**config.mk**
```make
export PLATFORM = sky130hd
export DESIGN_NAME = regfile_writeback_arbiter_flat
export DESIGN_NICKNAME = d
export VERILOG_FILES = /design/src/rtl/regfile_writeback_arbiter_if.sv /design/src/rtl/regfile_writeback_arbiter.sv /design/src/flat_wrapper.sv
export SDC_FILE = /design/constraint.sdc
export NUM_CORES = 1
export LEC_CHECK = 0
export CAP_MARGIN = 20
export CORE_MARGIN = 2
export CORE_UTILIZATION = 49
export CTS_CLUSTER_DIAMETER = 80
export DETAILED_ROUTE_END_ITERATION = 6
export PLACE_DENSITY = 0.75
export SLEW_MARGIN = 25
export SYNTH_ARGS = -nofsm -noshare
export SYNTH_HDL_FRONTEND = slang
export SYNTH_SLANG_ARGS = --single-unit
```
**constraint.sdc**
```tcl
create_clock -name clk -period 2.7 [get_ports clk]
set_input_delay 0.675 -clock clk [delete_from_list [all_inputs] [get_ports clk]]
set_output_delay 0.675 -clock clk [all_outputs]
set_load 0.02 [all_outputs]
```
**src/rtl/regfile_writeback_arbiter_if.sv**
```systemverilog
// regfile_writeback_arbiter_if: ALU/load result handshakes and register-file write port.
interface regfile_writeback_arbiter_if;
  logic        alu_valid;
  logic        alu_ready;
  logic [4:0]  alu_rd;
  logic [31:0] alu_data;
  logic        ld_valid;
  logic        ld_ready;
  logic [4:0]  ld_rd;
  logic [31:0] ld_data;
  logic [31:0] wd;
  logic [4:0]  a3;
  logic        reg_write;
  logic [31:0] pending;
  modport master (
    output alu_valid, alu_rd, alu_data, ld_valid, ld_rd, ld_data,
    input  alu_ready, ld_ready, wd, a3, reg_write, pending
  );
  modport slave (
    input  alu_valid, alu_rd, alu_data, ld_valid, ld_rd, ld_data,
    output alu_ready, ld_ready, wd, a3, reg_write, pending
  );
endinterface

```
**src/rtl/regfile_writeback_arbiter.sv**
```systemverilog
// regfile_writeback_arbiter: merges ALU and queued load results onto the register-file write port.
// Optional WB_LOAD_BYPASS_EN lets a load hit the write port directly when nothing is queued.
module regfile_writeback_arbiter #(
  parameter int DEPTH        = 4,
  parameter int STARVE_LIMIT = 4
) (
  input logic clk,
  input logic rst_n,
  input logic en,
  regfile_writeback_arbiter_if.slave bus
);
  localparam int AW = $clog2(DEPTH);
  localparam int SW = $clog2(STARVE_LIMIT + 1);
  logic [4:0]     rd_q   [DEPTH];
  logic [31:0]    data_q [DEPTH];
  logic [DEPTH-1:0] live_q;
  logic [AW-1:0]  wp, rp;
  logic [AW:0]    count;
  logic [SW-1:0]  starve;
  logic [31:0]    wd, pend;
  logic [4:0]     a3;
  logic           reg_write;
  logic empty, full, force_pop, alu_wr, ld_acc, kill_ld, bypass, push, pop;
  assign empty     = count == '0;
  assign full      = count == (AW+1)'(DEPTH);
  assign force_pop = !empty && starve == SW'(STARVE_LIMIT);
  assign bus.alu_ready = en && !force_pop;
  assign bus.ld_ready  = en && !full;
  assign alu_wr  = bus.alu_valid && bus.alu_ready && bus.alu_rd != '0;
  assign ld_acc  = bus.ld_valid && bus.ld_ready;
  // a same-cycle ALU write is younger, so it supersedes a load to the same rd
  assign kill_ld = alu_wr && bus.alu_rd == bus.ld_rd;
`ifdef WB_LOAD_BYPASS_EN
  assign bypass  = ld_acc && bus.ld_rd != '0 && empty && !alu_wr;
`else
  assign bypass  = 1'b0;
`endif
  assign push = ld_acc && bus.ld_rd != '0 && !kill_ld && !bypass;
  assign pop  = en && !empty && !alu_wr;
  always_comb begin
    pend = '0;
    for (int i = 0; i < DEPTH; i++)
      if (live_q[i]) pend[rd_q[i]] = 1'b1;
  end
  assign bus.pending   = pend;
  assign bus.wd        = wd;
  assign bus.a3        = a3;
  assign bus.reg_write = reg_write;
  always_ff @(posedge clk) begin
    if (push) begin
      rd_q[wp]   <= bus.ld_rd;
      data_q[wp] <= bus.ld_data;
    end
  end
  always_ff @(posedge clk or negedge rst_n) begin
    if (!rst_n) begin
      live_q    <= '0;
      wp        <= '0;
      rp        <= '0;
      count     <= '0;
      starve    <= '0;
      wd        <= '0;
      a3        <= '0;
      reg_write <= 1'b0;
    end else begin
      for (int i = 0; i < DEPTH; i++)
        if (alu_wr && rd_q[i] == bus.alu_rd) live_q[i] <= 1'b0;
      if (pop) begin
        live_q[rp] <= 1'b0;
        rp         <= rp + 1'b1;
      end
      if (push) begin
        live_q[wp] <= 1'b1;
        wp         <= wp + 1'b1;
      end
      count <= count + (AW+1)'(push) - (AW+1)'(pop);
      if (en) starve <= (empty || pop) ? '0 : (starve == SW'(STARVE_LIMIT) ? starve : starve + 1'b1);
      reg_write <= alu_wr || bypass || (pop && live_q[rp]);
      if (alu_wr) begin
        wd <= bus.alu_data;
        a3 <= bus.alu_rd;
      end else if (bypass) begin
        wd <= bus.ld_data;
        a3 <= bus.ld_rd;
      end else if (pop && live_q[rp]) begin
        wd <= data_q[rp];
        a3 <= rd_q[rp];
      end
    end
  end
endmodule

```
**src/flat_wrapper.sv**
```systemverilog
// flat-port wrapper written by rule: the top's interface ports become plain ports
module regfile_writeback_arbiter_flat 
#(
  parameter int DEPTH        = 4,
  parameter int STARVE_LIMIT = 4
)
  (clk, rst_n, en, bus_alu_valid, bus_alu_rd, bus_alu_data, bus_ld_valid, bus_ld_rd, bus_ld_data, bus_alu_ready, bus_ld_ready, bus_wd, bus_a3, bus_reg_write, bus_pending);
  regfile_writeback_arbiter_if bus_i ();
  input logic clk;
  input logic rst_n;
  input logic en;
  input wire logic [$bits(bus_i.alu_valid)-1:0] bus_alu_valid;
  input wire logic [$bits(bus_i.alu_rd)-1:0] bus_alu_rd;
  input wire logic [$bits(bus_i.alu_data)-1:0] bus_alu_data;
  input wire logic [$bits(bus_i.ld_valid)-1:0] bus_ld_valid;
  input wire logic [$bits(bus_i.ld_rd)-1:0] bus_ld_rd;
  input wire logic [$bits(bus_i.ld_data)-1:0] bus_ld_data;
  output wire logic [$bits(bus_i.alu_ready)-1:0] bus_alu_ready;
  output wire logic [$bits(bus_i.ld_ready)-1:0] bus_ld_ready;
  output wire logic [$bits(bus_i.wd)-1:0] bus_wd;
  output wire logic [$bits(bus_i.a3)-1:0] bus_a3;
  output wire logic [$bits(bus_i.reg_write)-1:0] bus_reg_write;
  output wire logic [$bits(bus_i.pending)-1:0] bus_pending;
  assign bus_i.alu_valid = bus_alu_valid;
  assign bus_i.alu_rd = bus_alu_rd;
  assign bus_i.alu_data = bus_alu_data;
  assign bus_i.ld_valid = bus_ld_valid;
  assign bus_i.ld_rd = bus_ld_rd;
  assign bus_i.ld_data = bus_ld_data;
  assign bus_alu_ready = bus_i.alu_ready;
  assign bus_ld_ready = bus_i.ld_ready;
  assign bus_wd = bus_i.wd;
  assign bus_a3 = bus_i.a3;
  assign bus_reg_write = bus_i.reg_write;
  assign bus_pending = bus_i.pending;
  regfile_writeback_arbiter #(.DEPTH(DEPTH), .STARVE_LIMIT(STARVE_LIMIT)) u_core (.clk(clk), .rst_n(rst_n), .en(en), .bus(bus_i));
endmodule
```
; ---- Yosys cells after proc, flatten, opt, wreduce, memory -nomap -nowiden
; Memory sizes are Yosys's and may differ from the RTL's.
; Index checks and enable logic that the tools add are counted.
[op_classes]
reduce_logical = 34
n_addsub = 5
mux = 32
bitwise_logic = 6
eq_ne = 8
magnitude_cmp = 12
[ops]
columns = op, n
row1 = $mux 32, 6
row2 = $or 32x32->32, 3
row3 = $eq 5x5->1, 5
row4 = $lt 5x6->1 const B, 4
row5 = $logic_and 1x1->1, 22
row6 = $demux 1 s5, 4
row7 = $ge 5x1->1 const B, 4
row8 = $mux 1, 13
row9 = $mux 5, 2
row10 = $reduce_bool 5->1, 2
row11 = $mux 4, 2
row12 = $eq 3x3->1 const B, 2
row13 = $lt 2x3->1 const B, 2
row14 = $mux 3, 2
row15 = $logic_not 1->1, 5
row16 = $add 2x1->2 const B, 2
row17 = $and 4x4->4, 1
row18 = $demux 1 s2, 2
row19 = $ge 2x1->1 const B, 2
row20 = $not 4->4, 1
row21 = $or 4x4->4, 1
row22 = $add 3x1->3, 1
row23 = $add 3x1->3 const B, 1
row24 = $logic_not 3->1, 1
row25 = other kinds (6), 7
[totals]
mem_count = 2
ram_bits = 148
output_inout_bits = 72
reg_bits = 52
word_cells = 107
[memory_table]
columns = memory, depth, width, rd, rd_ports_with_merged_regs, write_ports, line
row1 = u_core.data_q, 4, 32, 1, 0, 1, regfile_writeback_arbiter.sv:15  ; logic [31:0] data_q [DEPTH];
row2 = u_core.rd_q, 4, 5, 5, 0, 1, regfile_writeback_arbiter.sv:14  ; logic [4:0] rd_q [DEPTH];

; ---- Longest topological paths before layout
[logic_depth]
depth_word = 13
mapped_depth = 10
depth_no_buf = 10

; ---- Worst setup path after synthesis
; OpenSTA, ideal clock, no wires.
[synth_path]
kind = input to register
startpoint = in bus_alu_rd[1]
endpoint = mem u_core.data_q[0][0] (enable)
path_stages = 6
arrival_time_ps = 3052
setup_slack_ps = -750
required_time_ps = 2302
setup_time_ps = 398
path_cell_list = buf_2 or4_4 o2111a_1 a311oi_2 buf_2 and2_1
[synth_between]
elab_chain_cells = 7
word_cells_on_any_way = 8
classes_between = eq/ne: 1 / mux: 2 / reduce/logical: 5
[synth_rtl]
columns = item, line
row1 = from (decl), flat_wrapper.sv:13  ; input wire logic [$bits(bus_i.alu_rd)-1:0] bus_alu_rd;
row2 = $reduce_bool 5->1, regfile_writeback_arbiter.sv:29  ; assign alu_wr = bus.alu_valid && bus.alu_ready && bus.alu_rd != '0;
row3 = $logic_and 1x1->1, regfile_writeback_arbiter.sv:29
row4 = $logic_and 1x1->1 *, regfile_writeback_arbiter.sv:32  ; assign kill_ld = alu_wr && bus.alu_rd == bus.ld_rd;
row5 = $logic_not 1->1 *, regfile_writeback_arbiter.sv:38  ; assign push = ld_acc && bus.ld_rd != '0 && !kill_ld && !bypass;
row6 = $logic_and 1x1->1 *, regfile_writeback_arbiter.sv:38
row7 = $mux 1 *, regfile_writeback_arbiter.sv:50  ; if (push) begin
row8 = $mux 1 (implied by the code) *, regfile_writeback_arbiter.sv:52  ; data_q[wp] <= bus.ld_data;
row9 = to (decl), regfile_writeback_arbiter.sv:15
; Mark *: on every way between the ends. The rest lies on a longest branch, timed or not.

==> flow_summary_export.csv <==
group,metric,value,unit
run_status,outcome,"complete, but fails checks",
run_status,violations,"negative setup slack",
synth,synth.distinct_cells,49,
layout,nNetsFinal,931,
worst_setup_path,crit_type,"reg2out",
placement,dp_hpwl,17900,um
route,via_per_inst,5.91,
power,pwr_density_cell,900,mW/mm^2
synth,synth_edf_count,148,
layout,multi_input_area,0.00359,sq mm
route,route.detailed.drc,0,
power,intPower,7.70,mW
power,ir_worst_vdd,0.627,mV
route,num_vias,6568,
layout,regArea,0.00575,sq mm
run,cap_violations,0,
synth,ys_ff_latch,200,
global_route,met3_usage,4.19,%
sta,tightest_slew,822,ps
sta,max_freq,370,MHz
floorplanning,core_area,0.0188,sq mm
power,leakage,4.70,nW
cts,clock_latency,440,ps
sta,setup_ws,-4.28,ps
sta,setup_violations,1,
floorplanning,start_util,50.3,%
synth,postSynthCellCount,602,
power,pwr-share-clk,21.5,%
floorplanning,fp.dieArea,0.0205,sq mm
cts,tritoncts,"built",
synth,syn_nets,694,
global_route,use_met2,42.7,%
layout,num_antenna_cells,0,
placement,gp_congestion,0.897,
power,p_sw,3.77,mW
sta,fin_skew,12.1,ps
global_route,met1_usage,34.8,%
global_route,grt_max_degree,37,
global_route,grt_pass1_wl,39200,um
power,total_power,11.5,mW
cts,cts_buffers,17,
worst_setup_path,crit_required,2030,ps
worst_setup_path,r2r-end,"u_core.rd_q[2][4]$_DFFE_PP_",
cts,h-tree-depth,4,
route,drt_pass1_iterations,5,
global_route,grt_pass1_vias,6812,
floorplanning,std_cell_rows,50,
worst_setup_path,worstPathMaxFanout,4,
global_route,grt.total_usage,25.8,%
cts,cts.clk_slew.worst_paths,70,ps
route,initialDrtViolationCount,550,
global_route,grt_busiest_layer,"met2",
synth,avgSynthCellArea,15.7,sq um
layout,nFillCells,1303,
floorplanning,die_x,143,um
layout,area_delta_synth_final,34.4,%
placement,numPortBuffers,150,
placement,pre_cts_slack,-435,ps
cts,root_buffer,"clkbuf_16",
route,avgRoutedWirePerCell,23.5,um
cts,clock_sinks,200,
worst_setup_path,reg2reg_depth,8,
power,swShare,32.9,%
power,pwr-share-comb,40.6,%
floorplanning,pin_count,151,
sta,finalMaxSlewViolations,0,
layout,drive_gt1_share,37.6,%
global_route,globalRouteOverflowTotal,0,
sta,hold_viol,0,
worst_setup_path,cp.arrival,2030,ps
synth,syn-cell-area,0.00948,sq mm
worst_setup_path,r2r-start,"u_core.starve[0]$_DFFE_PN0P_",
sta,period_share,100,%
synth,ys_async_sr_fraction,26.0,%
floorplanning,die_y,143,um
global_route,antenna_found_initial,0,
power,seq_power_share,37.9,%
route,finalWirelength,26100,um
route,ant_nets,0,
sta,slew_headroom,45.2,%
cts,cts_buffer_depth,2,
worst_setup_path,worstSetupStartpointType,"register",
worst_setup_path,endpoint_kind,"output port",
sta,final.min_clock_period,2700,ps
synth,seq_area_frac_synth,60.6,%
synth,yosysWarnings,0,
synth,synth-main-ff-cell,"edfxtp_1",
worst_setup_path,rrSetupSlack,480,ps
hold_path,hold_class,"in2async",
cells by family (layout without fill, tap and decap cells):
| logic type | Yosys count | count (layout) | share of synthesized area, % |
|---|---|---|---|
| DFF | 200 | 200 | 60.6 |
| adders and majority gates | 13 | 13 | 1.80 |
| and+or+nand+nor | 112 | 112 | 7.17 |
| buffers and inverters | 58 | 308 | 2.72 |
| muxes | 104 | 104 | 17.4 |
| AOI/OAI and AO/OA | 86 | 86 | 7.58 |
| xor gates and xnor gates | 29 | 29 | 2.68 |
layer usage:
layer  share of wire (%)  vias up
met5                   0        -
li1                    -     2871
met2                  50      325
met4                 2.0        0
met3                 7.0       48
met1                  41     3324
critical path, cell delays in order, from the launching register on:
cell and delay, ps:
edfxtp_1 420, buf_4 180, or3b_2 490, o221ai_1 290, buf_4 210
layout by cell type, fill, tap and decap left out, types with 8 or more instances in the layout:
cell type	n
a21oi_1	9
a22oi_1	13
buf_12	11
buf_4	105
clkbuf_16	19
clkbuf_2	11
clkdlybuf4s50_1	112
dfrtp_1	50
edfxtp_1	148
ha_1	11
inv_1	12
mux2_2	51
mux2_4	14
mux4_2	38
nand2_1	9
nand3_1	11
nand3b_1	14
nor2_1	20
nor3b_1	8
o221ai_1	19
or3_1	9
xnor2_1	15
xor2_1	14
state kept, by name, summed over array words and instances, names as in the netlist:
name	flops
u_core.live_q	4
u_core.bus.a3	5
u_core.count	3
u_core.starve	3
u_core.wp	2
u_core.data_q	128
u_core.rd_q	20
u_core.rp	2
u_core.bus.reg_write	1
u_core.bus.wd	32
metrics by stage:
step	TNS (ps)	util (%)	cell area [sq um]	std cells	hold WS, ps
floorplan	-13950	-	9500	602	379
global placement	-65960	63.3	11900	1056	488
detailed placement	-70100	63.3	11900	1056	493
CTS	-22.8	66.7	12600	1100	323
global route	-2.86	67.7	12700	1112	358
finish	-4.28	67.7	12700	1112	329
timing repair:
item | in CTS | in global routing
gates cloned | 0 | 2
pin swaps | 0 | 4
setup endpoints to repair | 32 | 117
hold buffers | 0 | 0
setup buffers | 12 | 10
resized for setup | 112 | 57
power by group through the flow:
stage	clock network (mW)	logic [mW]	registers (mW)
after global routing	2.61	4.95	4.41
after global placement	0	4.44	4.36
after floorplan	0	2.47	4.64
after CTS	2.50	4.61	4.35
final	2.47	4.65	4.35
after detailed placement	0	4.56	4.40
cell usage after synthesis (13+ instances only):
cell	instances	area, sq um
a22oi_1	13	97.6
clkbuf_1	28	105
dfrtp_1	52	1300
edfxtp_1	148	4440
mux2_2	51	574
mux2_4	14	210
mux4_2	38	856
nand3b_1	14	105
nor2_1	21	78.8
o221ai_1	23	201
xnor2_1	15	131
xor2_1	14	123
worst max path at each step:
stage                                           start                       endpoint  slack (ps)
after floorplan                         bus_alu_rd[0]  u_core.data_q[0][0]$_DFFE_PP_         -90
after global placement                  bus_alu_rd[0]  u_core.data_q[3][1]$_DFFE_PP_        -400
after detailed placement                bus_alu_rd[1]      u_core.count[2]$_DFF_PN0_        -430
after CTS                 u_core.rd_q[3][0]$_DFFE_PP_                bus_pending[20]         -20
after global routing      u_core.rd_q[0][2]$_DFFE_PP_                 bus_pending[2]          -2
final                     u_core.rd_q[2][4]$_DFFE_PP_                 bus_pending[9]          -4
area by class of cell:
class | count | area share [%]
inverter | 12 | 0.354
clock buffer | 17 | 3.34
clock inverter | 15 | 1.23
sequential | 200 | 45.1
tap | 260 | 2.55
multi-input combinational | 344 | 28.2
timing repair buffer | 264 | 19.2
(Power assumes the default switching activity.)
==> edit 1 (same flow settings) <==
The option `WB_LOAD_BYPASS_EN` is turned on by a define.
--- a/src/rtl/regfile_writeback_arbiter.sv
+++ b/src/rtl/regfile_writeback_arbiter.sv
@@ -1,5 +1,7 @@
 // regfile_writeback_arbiter: merges ALU and queued load results onto the register-file write port.
 // Optional WB_LOAD_BYPASS_EN lets a load hit the write port directly when nothing is queued.
+`define WB_LOAD_BYPASS_EN
+
 module regfile_writeback_arbiter #(
   parameter int DEPTH        = 4,
   parameter int STARVE_LIMIT = 4
Behaviour: not the same (a bounded check fails within 4 cycles, from zero or initial values and one cycle with rst_n low).
==> edit 1 against the unedited design <==
  * Critical path depth rose by 2
  * Critical path type unchanged
  * Total power fell by 1.0%
  * Sequential cell count did not move
  * Largest power group unchanged
  * Setup slack improved by 13 ps
  * Cell count rose by 12%
  * Via count rose by 16%
  * Area after synthesis rose by 2.0%
  * Utilization fell by 1.3 points
  * Wire length rose by 6.0%
  * Design area rose by 1.1%
  * Synthesized cell count rose by 22%
  * Count of clock-buffer cells in the layout did not move
==> edit 1: results (changes against the unedited design) <==
Placed design
  – Final GP Congestion: 0.965 (+7.5%)
  – Placed insts: 1,175 (+11%)
  – Placement Setup Slack: -605 ps (-170 ps)

Final layout
  – Fraction of layout cells with a size suffix above 1: 0.273 (-0.102)
  – Total Nets Final: 1,063 (+14%)

Global routing
  – Largest net degree at the start of global routing: 45 (+22%)
  – First-pass GRT wire length: 42.3 mm (+7.9%)
  – Number of global-route vias before repair: 7,535 (+11%)
  – GRT Total Usage: 0.271 (+0.0135)

Worst setup path
  – Critical path launch point: u_core.rd_q[2][2]$_DFFE_PP_
  – Worst R2R Start: u_core.count[2]$_DFF_PN0_
  – Reg-to-reg slack, setup: 350 ps (-130 ps)
  – Worst Setup EP: bus_pending[24]
  – CP peak stage delay: 430 ps (-60 ps)
  – Crit Reg-Reg Endpoint: u_core.count[2]$_DFF_PN0_
  – CP delay by family, top: compound AO/OA/AOI/OAI gates
  – R2r worst-path depth: 10 (+2)

Drt
  – Drt first pass iters: 5 (unchanged)
  – DRT Wirelength: 27.7 mm (+6.0%)
  – Vias per cell: 6.08 (+2.9%)
  – Routed len/inst: 22.2 um (-5.6%)
  – DR iter-0 viols: 793 (+44%)

Logic synthesis
  – Synth Area in XOR/XNOR: 0.0263 (-0.000517)
  – Synth top area cells: edfxtp_1 46%, dfrtp_1 13%, mux4_2 8.4%, nor2_1 3.1%, o31ai_1 2.5%
  – Seq/Total Area, Yosys: 0.595 (-0.0117)
  – Post-synthesis net count: 828 (+19%)
  – Library cells used by synthesis: 57 (+16%)
  – Synthesized-area fraction occupied by adder cells: 0.0176 (-0.000346)
  – Post-synth top cells: 148 x edfxtp_1, 81 x nor2_1, 52 x dfrtp_1
  – Mux cell area share after synthesis: 0.0937 (-0.0805)
  – Mapped Cells: 736 (+22%)
  – Synth Area in Compound Gates: 0.117 (+0.0411)

Timing
  – Relative slew margins: 0.635 (+0.183)
  – Final Hold Slack: 207 ps (-122 ps)
  – Worst Skew: 14.4 ps (+2.34 ps)

Status
  – Outcome: finished, final reports clean
==> edit 1: layer usage <==
metal	global-route usage	part of all wire	wire length (um)	up-vias
met5	0	0	0	-
met4	0.0915	0.027	756	0
met3	0.0623	0.086	2370	75
met2	0.433	0.48	13300	466
met1	0.372	0.41	11200	3744
li1	-	-	-	3308
==> edit 1: power by group through the flow <==
stage,clock [mW],combinational [mW],sequential [mW]
3_3_place_gp,0,4.29,4.41
3_5_place_dp,0,4.36,4.41
6_report,2.48,4.50,4.37
2_1_floorplan,0,2.30,4.63
4_1_cts,2.50,4.44,4.36
5_1_grt,2.62,4.79,4.42
==> edit 1: final cells by class <==
type                    instances  area (um^2)
fillers                      1399         6520
flip-flops and latches        200         5750
multi-input cells             463         3690
repair buffers                272         2460
clock buffers                  17          425
well taps                     265          332
clock inverters                15          158
inverters                      17         63.8
==> edit 1: repair_timing <==
item                       CTS  global route
setup endpoints to repair  179            62
pin swaps                    0             8
setup buffers               25            17
gates resized for setup     93            69
hold buffers                 0             0
==> edit 2 (same settings) <==
Made on the original files. Reset style: synchronous (`rst_n`), changed in one clocked block.
--- a/src/rtl/regfile_writeback_arbiter.sv
+++ b/src/rtl/regfile_writeback_arbiter.sv
@@ -52,7 +52,7 @@
       data_q[wp] <= bus.ld_data;
     end
   end
-  always_ff @(posedge clk or negedge rst_n) begin
+  always_ff @(posedge clk) begin
     if (!rst_n) begin
       live_q    <= '0;
       wp        <= '0;
Function: differs if rst_n is asserted again (counterexample within 4 cycles, from zero or initial values and one cycle with rst_n low); with rst_n held inactive, the same outputs for 4 cycles.
==> edit 2 against the unedited design <==
  * Wire length decreased by 4.3%
  * Critical path depth increased by 1
  * Sequential cell count increased by 2
  * Sequential share of layout area decreased by 0.86 points
  * Non-clock buffer count decreased by 3
  * Maximum frequency increased by 1.7%
  * Cell count increased by 7.4%
  * Area after synthesis decreased by 2.6%
  * Design area decreased by 2.0%
  * Synthesized cell count increased by 20%
  * Setup slack improved by 45 ps
Power is not compared: it rests on default switching activity, and its combinational part moved more than twofold at a synthesized area within 25%.
==> edit 2: results (changes against the unedited design) <==
Status
  – Outcome: finished, final reports clean

Power
  – Logic pwr share: 0.181
  – Total Power: 8.22 mW

Logic synthesis
  – Avg Cell Area, Syn: 12.8 um^2 (-19%)
  – Post-synthesis net count: 813 (+17%)
  – Library cells used by synthesis: 53 (+8.2%)
  – Synthesized-area fraction occupied by adder cells: 0.0184 (+0.000472)
  – Synth Area in Compound Gates: 0.121 (+0.0454)
  – Seq/Total Area, Yosys: 0.598 (-0.00791)
  – Synth top area cells: edfxtp_1 48%, dfxtp_1 12%, mux4_2 9.3%, nand2_1 4.0%, a31oi_1 2.5%
  – Mux cell area share after synthesis: 0.0949 (-0.0794)
  – Synth Area in XOR/XNOR: 0.0256 (-0.00119)
  – FF+latch count, synth: 202 (+1.0%)
  – Asr flop ratio synth: 0 (-0.260)

Clock network
  – CTS Buf Count: 20 (+3)
  – CTS max path bufs: 3 (+1)
  – Post-cts gate resize count: 110 (-1.8%)
  – H-tree Lvls: 1 (-3)
  – Clk Latency, worst-skew pair: 490 ps (+50 ps)

Global routing
  – GRT Total Usage: 0.248 (-0.00965)
  – Initial antenna violation count: 1 (+1)
  – First-pass GRT wire length: 38.6 mm (-1.7%)
  – GRT met3 Usage: 0.0398 (-0.00209)
  – Number of global-route vias before repair: 7,058 (+3.6%)
  – M1 GR Usage: 0.328 (-0.0204)
  – Met2 usage: 0.423 (-0.00426)
  – Largest net degree at the start of global routing: 84 (+130%)

Final layout
  – FF/Latch Area: 0.00553 mm^2 (-3.8%)
  – Multi-In Gates: 441 (+28%)
  – Fraction of cell area in non-clock buffers: 0.186 (-0.00569)
  – Clock-cell share of area: 0.0605 (+0.0148)
  – Number of non-clock buffers: 261 (-1.1%)
  – Filler cell count: 1,286 (-1.3%)
  – Commonest non-fill, non-tap cell in the layout: edfxtp_1
  – Total Nets Final: 1,037 (+11%)
  – Multi-input combinational area share: 0.281 (-0.000789)
  – Clock buffer count: 26 (+9)
  – Non-clk invs: 19 (+7)
  – Seq/total area: 0.443 (-0.00864)
  – Fraction of layout cells with a size suffix above 1: 0.265 (-0.111)
  – Inserted Diodes: 1 (+1)
  – Finished Layout Cells: 1,194 (+7.4%)

Drt
  – Metal2 WL: 12.2 mm (-6.0%)
  – Vias per cell: 5.86 (-0.84%)
  – DRT Wirelength: 25.0 mm (-4.3%)
  – Post-Route M1 WL: 10.1 mm (-6.2%)
  – Routed met3 length: 1.92 mm (+5.7%)
  – DR iter-0 viols: 663 (+21%)

Timing
  – Worst Skew: 8.27 ps (-3.83 ps)
  – Relative slew margins: 0.475 (+0.0233)

Placed design
  – Placement Setup Slack: -613 ps (-178 ps)
  – Final GP Congestion: 0.960 (+7.0%)
  – Placed insts: 1,122 (+6.3%)

Worst hold path
  – Worst hold path class: reg2reg

Worst setup path
  – CP peak stage delay: 470 ps (-20 ps)
  – Crit-path slowest cell: edfxtp_1
  – CP delay by family, top: buffers and inverters
==> edit 2: changes by cell type after synthesis, moves of 7 or more <==
cell	delta
a31oi_1	+35
clkbuf_1	+14
dfrtp_1	-52
dfxtp_1	+54
inv_1	+7
mux2_2	-51
mux2_4	-14
nand2_1	+88
o21ai_0	+30
==> edit 2: final timing paths <==
path | from | end | slack [ps] | depth (start not counted)
worst min-delay path | u_core.bus.wd[31]$_SDFFE_PN0P_ | u_core.bus.wd[31]$_SDFFE_PN0P_ | 470 | 2
worst max register to register | u_core.starve[0]$_SDFFE_PN0P_ | u_core.count[2]$_SDFF_PN0_ | 280 | 12
worst min register to register | u_core.bus.wd[31]$_SDFFE_PN0P_ | u_core.bus.wd[31]$_SDFFE_PN0P_ | 470 | 2
worst max-delay path | u_core.rd_q[2][4]$_DFFE_PP_ | bus_pending[27] | 40 | 5
